`src/rtl/fetch_unit.sv`:
```
// fetch_unit: instruction-fetch stage owning the PC, a req/gnt/rvalid memory port,
// a prefetch FIFO and the IF/ID register.
// Optional: define FETCH_PERF_CNT_EN to build the bubble/redirect performance counters;
// otherwise perf_bubbles/perf_redirects are tied to zero.
module fetch_unit #(
    parameter logic [31:0] RESET_PC  = 32'h0000_0000,
    parameter int          BUF_DEPTH = 2
) (
    input  logic        clk,
    input  logic        rst,
    output logic        imem_req,
    output logic [31:0] imem_addr,
    input  logic        imem_gnt,
    input  logic        imem_rvalid,
    input  logic [31:0] imem_rdata,
    input  logic        id_stall,
    input  logic        id_branch,
    input  logic [31:0] id_branch_target,
    input  logic        id_jump,
    input  logic [31:0] id_jump_target,
    output logic [31:0] if_instr,
    output logic [31:0] if_pc,
    output logic [31:0] if_pc4,
    output logic        if_valid,
    output logic [31:0] perf_bubbles,
    output logic [31:0] perf_redirects
);
    localparam int AW = $clog2(BUF_DEPTH);
    localparam int CW = $clog2(BUF_DEPTH + 1);
    localparam logic [31:0] RESET_ADDR = {RESET_PC[31:2], 2'b00};

    typedef enum logic [1:0] {IDLE, REQ, WAIT, DROP} state_t;

    state_t        state;
    logic [31:0]   fetch_pc;
    logic [31:0]   fifo_instr [BUF_DEPTH];
    logic [31:0]   fifo_pc    [BUF_DEPTH];
    logic [AW-1:0] wr_ptr;
    logic [AW-1:0] rd_ptr;
    logic [CW-1:0] count;
    logic [CW-1:0] count_next;
    logic          redirect;
    logic [31:0]   target;
    logic          push;
    logic          pop;
    logic          resp_done;
    logic          room_now;
    logic          room_next;
    logic          redirect_to_req;

    assign redirect        = id_branch | id_jump;
    assign target          = id_branch ? id_branch_target : id_jump_target;
    assign resp_done       = (state == WAIT || state == DROP) && imem_rvalid;
    // A response arriving in the redirect cycle is discarded by the flush.
    assign push            = state == WAIT && imem_rvalid && !redirect;
    assign pop             = !redirect && !id_stall && count != '0;
    assign count_next      = redirect ? '0 : count + CW'(push) - CW'(pop);
    assign room_now        = count < CW'(BUF_DEPTH);
    assign room_next       = count_next < CW'(BUF_DEPTH);
    // Redirect may reissue at once unless a granted response is still in flight.
    assign redirect_to_req = state == IDLE || (state == REQ && !imem_gnt) || resp_done;

    // Fetch FSM: owns fetch_pc and the registered memory request outputs.
    always_ff @(posedge clk) begin
        if (!rst) begin
            state     <= IDLE;
            fetch_pc  <= RESET_PC;
            imem_req  <= 1'b0;
            imem_addr <= RESET_ADDR;
        end else if (redirect) begin
            fetch_pc  <= target;
            state     <= redirect_to_req ? REQ : DROP;
            imem_req  <= redirect_to_req;
            imem_addr <= {target[31:2], 2'b00};
        end else begin
            case (state)
                IDLE: if (room_now) begin
                    state     <= REQ;
                    imem_req  <= 1'b1;
                    imem_addr <= {fetch_pc[31:2], 2'b00};
                end
                REQ: if (imem_gnt) begin
                    state    <= WAIT;
                    imem_req <= 1'b0;
                    fetch_pc <= fetch_pc + 32'd4;
                end
                WAIT: if (imem_rvalid) begin
                    state     <= room_next ? REQ : IDLE;
                    imem_req  <= room_next;
                    imem_addr <= {fetch_pc[31:2], 2'b00};
                end
                DROP: if (imem_rvalid) state <= IDLE;
                default: state <= IDLE;
            endcase
        end
    end

    // FIFO storage: the outstanding request's PC is fetch_pc-4 since fetch_pc advanced on gnt.
    always_ff @(posedge clk) begin
        if (rst && push) begin
            fifo_instr[wr_ptr] <= imem_rdata;
            fifo_pc[wr_ptr]    <= fetch_pc - 32'd4;
        end
    end

    // FIFO pointers and occupancy; a redirect flushes everything.
    always_ff @(posedge clk) begin
        if (!rst || redirect) begin
            wr_ptr <= '0;
            rd_ptr <= '0;
            count  <= '0;
        end else begin
            wr_ptr <= wr_ptr + AW'(push);
            rd_ptr <= rd_ptr + AW'(pop);
            count  <= count_next;
        end
    end

    // IF/ID register: redirect bubble, stall hold, pop, or bubble with PC held.
    always_ff @(posedge clk) begin
        if (!rst) begin
            if_instr <= '0;
            if_pc    <= RESET_PC;
            if_pc4   <= RESET_PC + 32'd4;
            if_valid <= 1'b0;
        end else if (redirect) begin
            if_instr <= '0;
            if_valid <= 1'b0;
        end else if (!id_stall) begin
            if_instr <= pop ? fifo_instr[rd_ptr] : '0;
            if_valid <= pop;
            if (pop) begin
                if_pc  <= fifo_pc[rd_ptr];
                if_pc4 <= fifo_pc[rd_ptr] + 32'd4;
            end
        end
    end

`ifdef FETCH_PERF_CNT_EN
    logic bubble;

    assign bubble = redirect || (!id_stall && count == '0);

    // Performance counters: bubbles loaded into IF/ID and redirect cycles, wrapping at 2^32.
    always_ff @(posedge clk) begin
        if (!rst) begin
            perf_bubbles   <= '0;
            perf_redirects <= '0;
        end else begin
            perf_bubbles   <= perf_bubbles + 32'(bubble);
            perf_redirects <= perf_redirects + 32'(redirect);
        end
    end
`else
    assign perf_bubbles   = '0;
    assign perf_redirects = '0;
`endif
endmodule
```
`config.mk`:
```
export PLATFORM = sky130hd
export DESIGN_NAME = fetch_unit
export DESIGN_NICKNAME = d
export VERILOG_FILES = /design/src/rtl/fetch_unit.sv
export SDC_FILE = /design/constraint.sdc
export NUM_CORES = 1
export LEC_CHECK = 0
export BUFFER_PORTS_ARGS = -buffer_cell sky130_fd_sc_hd__clkbuf_2
export CAP_MARGIN = 10
export CORE_MARGIN = 2
export CORE_UTILIZATION = 55
export DETAILED_ROUTE_END_ITERATION = 10
export GPL_TIMING_DRIVEN = 0
export PLACE_DENSITY = 0.84
export REMOVE_ABC_BUFFERS = 1
export SYNTH_ARGS = -nofsm -noshare
export SYNTH_HDL_FRONTEND = slang
export SYNTH_SLANG_ARGS = --single-unit
```
`constraint.sdc`:
```
create_clock -name clk -period 9.95 [get_ports clk]
set_input_delay 1.4925 -clock clk [delete_from_list [all_inputs] [get_ports clk]]
set_output_delay 1.4925 -clock clk [all_outputs]
set_load 0.05 [all_outputs]
```
==> results_dict.tcl <==
set metrics [dict create \
    p_leak_nw 6.02 \
    min_period_ns 5.65 \
    multi_input_area_um2 5780 \
    holdWs_ns 0.454 \
    finalHoldViolations 0 \
    clk_latency_ns 0.54 \
    finalPower_w 0.00271 \
    hpwl_mm 21.7 \
    cts-resized-gates 0 \
    firstDrtPassIters 5 \
    clock_tree.root_cell "clkbuf_16" \
    wl_mm 31.8 \
    gp_congestion 0.855 \
    maxCapViolations 0 \
    grt-ovfl-total 0 \
    fill_cells 1947 \
    grt_pass1_vias 10000 \
    grt_max_degree 75 \
    relSlewSlack_pct 26.6 \
    clock_path_buffers 3 \
    core_area_um2 24300 \
    io_buffer_count 230 \
    synth_seq_area_share_pct 52.3 \
    die_w_um 161 \
    reg2reg_to "state[0]" \
    n_antenna_cell 0 \
    ys_async_sr_fraction_pct 0 \
    ant_nets 0 \
    syn_area_per_cell_um2 9.72 \
    yosysTopAreaCell "edfxtp_1" \
    fin_crit_sh_pct 56.8 \
    cts_setup_buffers 0 \
    ir_drop_mv 0.110 \
    setup_violations 0 \
    synth_warnings 0 \
    yosysUniqueCellTypes 68 \
    drive_above_1_share_pct 20.7 \
    globalRouteTotalUtil_pct 23.4 \
    drtIter0Drc 824 \
    endpoint "state[0]" \
    dieArea_um2 26000 \
    clkSinkCount 292 \
    area_growth_pct 15.7 \
    finClkSkew_ns 0.00797 \
    start_kind "input port" \
    fmax_ghz 0.177 \
    crit_path_end_kind "flip-flop" \
    critPathKind "in2reg" \
    yosys_register_bits 292 \
    r2r_slack_ns 6.41 \
    drc 0 \
    timing.final.ws_setup_ns 4.30 \
    reg2regPathDepth 10 \
    die_h_um 161 \
    cts_buffers 29 \
    cts_tree "done" \
    slew_viol_final 0 \
    io_pins 297 \
    antenna_found_initial 0 \
    cp.required_ns 10.43 \
    htreeDepth 1 \
    min_path_type "reg2reg" \
    critical_path.startpoint "id_branch" \
    dp_slack_ns 3.77 \
    final_nets 1676 \
    synth_top_area_share_pct 28.2 \
    synth-edff-count 128 \
    grt_pass1_wl_mm 50.5 \
    crit_fanout 74 \
    ys.flop_type "dfxtp_1" \
    worstPathArrival_ns 6.13 \
    path_clk_slew_ns 0.06 \
    status "finished, final reports clean" \
    seq_area_um2 7130 \
    power_density_nw_per_um2 172 \
    row_count 57 \
    wl_per_cell_um 16.6 \
    synth_area_um2 13600 \
    ys_top_cells_by_area "edfxtp_1 (28%), dfxtp_1 (24%), nor2_1 (4.8%)" \
    rsz0062_at_grt "false" \
    start_util_pct 56.0 \
    syn_inst 1401 \
    worstReg2RegStart "count[1]" \
    holdBufCountCts 0 \
    tightest_slew_ns 1.10 \
    post_drt_via_cell_ratio 5.66 \
    vias 10800 \
]
## layout by cell type (no fill, tap or decap), types with 11 or more instances in the layout
master	netlist	routed
a211oi_1	56	56
a21oi_1	87	87
and3_1	12	12
clkbuf_16	0	29
clkbuf_2	0	230
conb_1	1	66
dfxtp_1	164	163
edfxtp_1	128	128
inv_1	13	11
mux2i_1	62	62
nand2_1	128	127
nand3_1	67	67
nand4_1	24	24
nor2_1	174	173
nor3_1	41	41
o21ai_0	60	60
xnor2_1	32	32
xor2_1	12	12
## stage by stage
stage | utilization [%] | setup TNS, ns | std cells | area [µm²]
finish | 64.8 | 0 | 1915 | 15800
global route | 64.8 | 0 | 1915 | 15800
CTS | 64.8 | 0 | 1915 | 15800
detailed placement | 60.6 | 0 | 1861 | 14700
global placement | 59.6 | -329.75 | 1847 | 14500
floorplan | - | 0 | 1293 | 12900
## final cells by class
class                      instances  share of cell area, %
multi-input combinational        988                   36.7
sequential                       292                   45.3
clock inverter                    22                   1.60
inverter                          13                  0.326
timing repair buffer             244                   8.73
clock buffer                      32                   4.80
tap                              324                   2.57
## power by group
group	internal (W)	switching [W]	leakage, nW
Clock	0.000680	0.000462	0.499
Sequential	0.00128	0.0000240	2.51
Combinational	0.0000735	0.000195	3.01
Total	0.00203	0.000681	6.02
## cells in the mapped netlist (12+ instances only)
master    instances
a211oi_1         56
a21oi_1          87
and3_1           12
buf_1            14
buf_2            21
buf_4            68
clkbuf_1         69
dfxtp_1         164
edfxtp_1        128
inv_1            13
mux2i_1          62
nand2_1         128
nand3_1          67
nand4_1          24
nor2_1          174
nor3_1           41
o21ai_0          60
xnor2_1          32
xor2_1           12
## critical path, stage by stage
cell and delay [ns]:
clkbuf_2 0.80, or2_1 0.70, or3_4 0.84, inv_2 0.54, ha_1 0.46, inv_1 0.04
ha_1 0.19, xnor3_1 0.34, nand2_1 0.08, mux4_2 0.45, a21oi_1 0.14
## logic make-up after synthesis
logic type / after synthesis / synth area share [%]
AO/OA/AOI/OAI: 287 / 13.8
XOR/XNOR: 45 / 2.99
adder cells (fa/ha/maj): 5 / 0.459
buffers and inverters: 186 / 7.25
flip-flops: 292 / 52.3
multiplexers: 69 / 5.22
other: 1 / 0.0275
AND/OR/NAND/NOR: 516 / 18.0
## sequential cells by signal (all words and copies together), names as in the netlist
register	cells
fifo_instr	64
fifo_pc	64
fetch_pc	32
if_instr	32
if_pc	32
if_pc4	30
imem_addr	30
count	2
state	2
if_valid	1
imem_req	1
rd_ptr	1
wr_ptr	1
## routing by layer
metal	wire (µm)	GRT usage (%)	part of all wire [%]	vias up
li1	-	-	-	5282
met1	13800	32.3	43	5066
met2	15200	39.1	48	426
met3	2010	2.85	6.3	67
met4	786	6.74	2.5	0
met5	0	0	0	-
## how the worst min path moves through the flow
stage                      from            end  slack (ns)  cells past startpoint
floorplan           fetch_pc[0]  fifo_pc[0][0]        0.42                      0
global placement      if_pc4[2]      if_pc4[2]        0.44                      1
detailed placement    if_pc4[2]      if_pc4[2]        0.44                      1
CTS                   if_pc4[2]      if_pc4[2]        0.46                      1
global route          if_pc4[2]      if_pc4[2]        0.48                      1
finish               if_pc4[10]     if_pc4[10]        0.45                      2
Note: power is estimated with default switching activity, not from simulation.
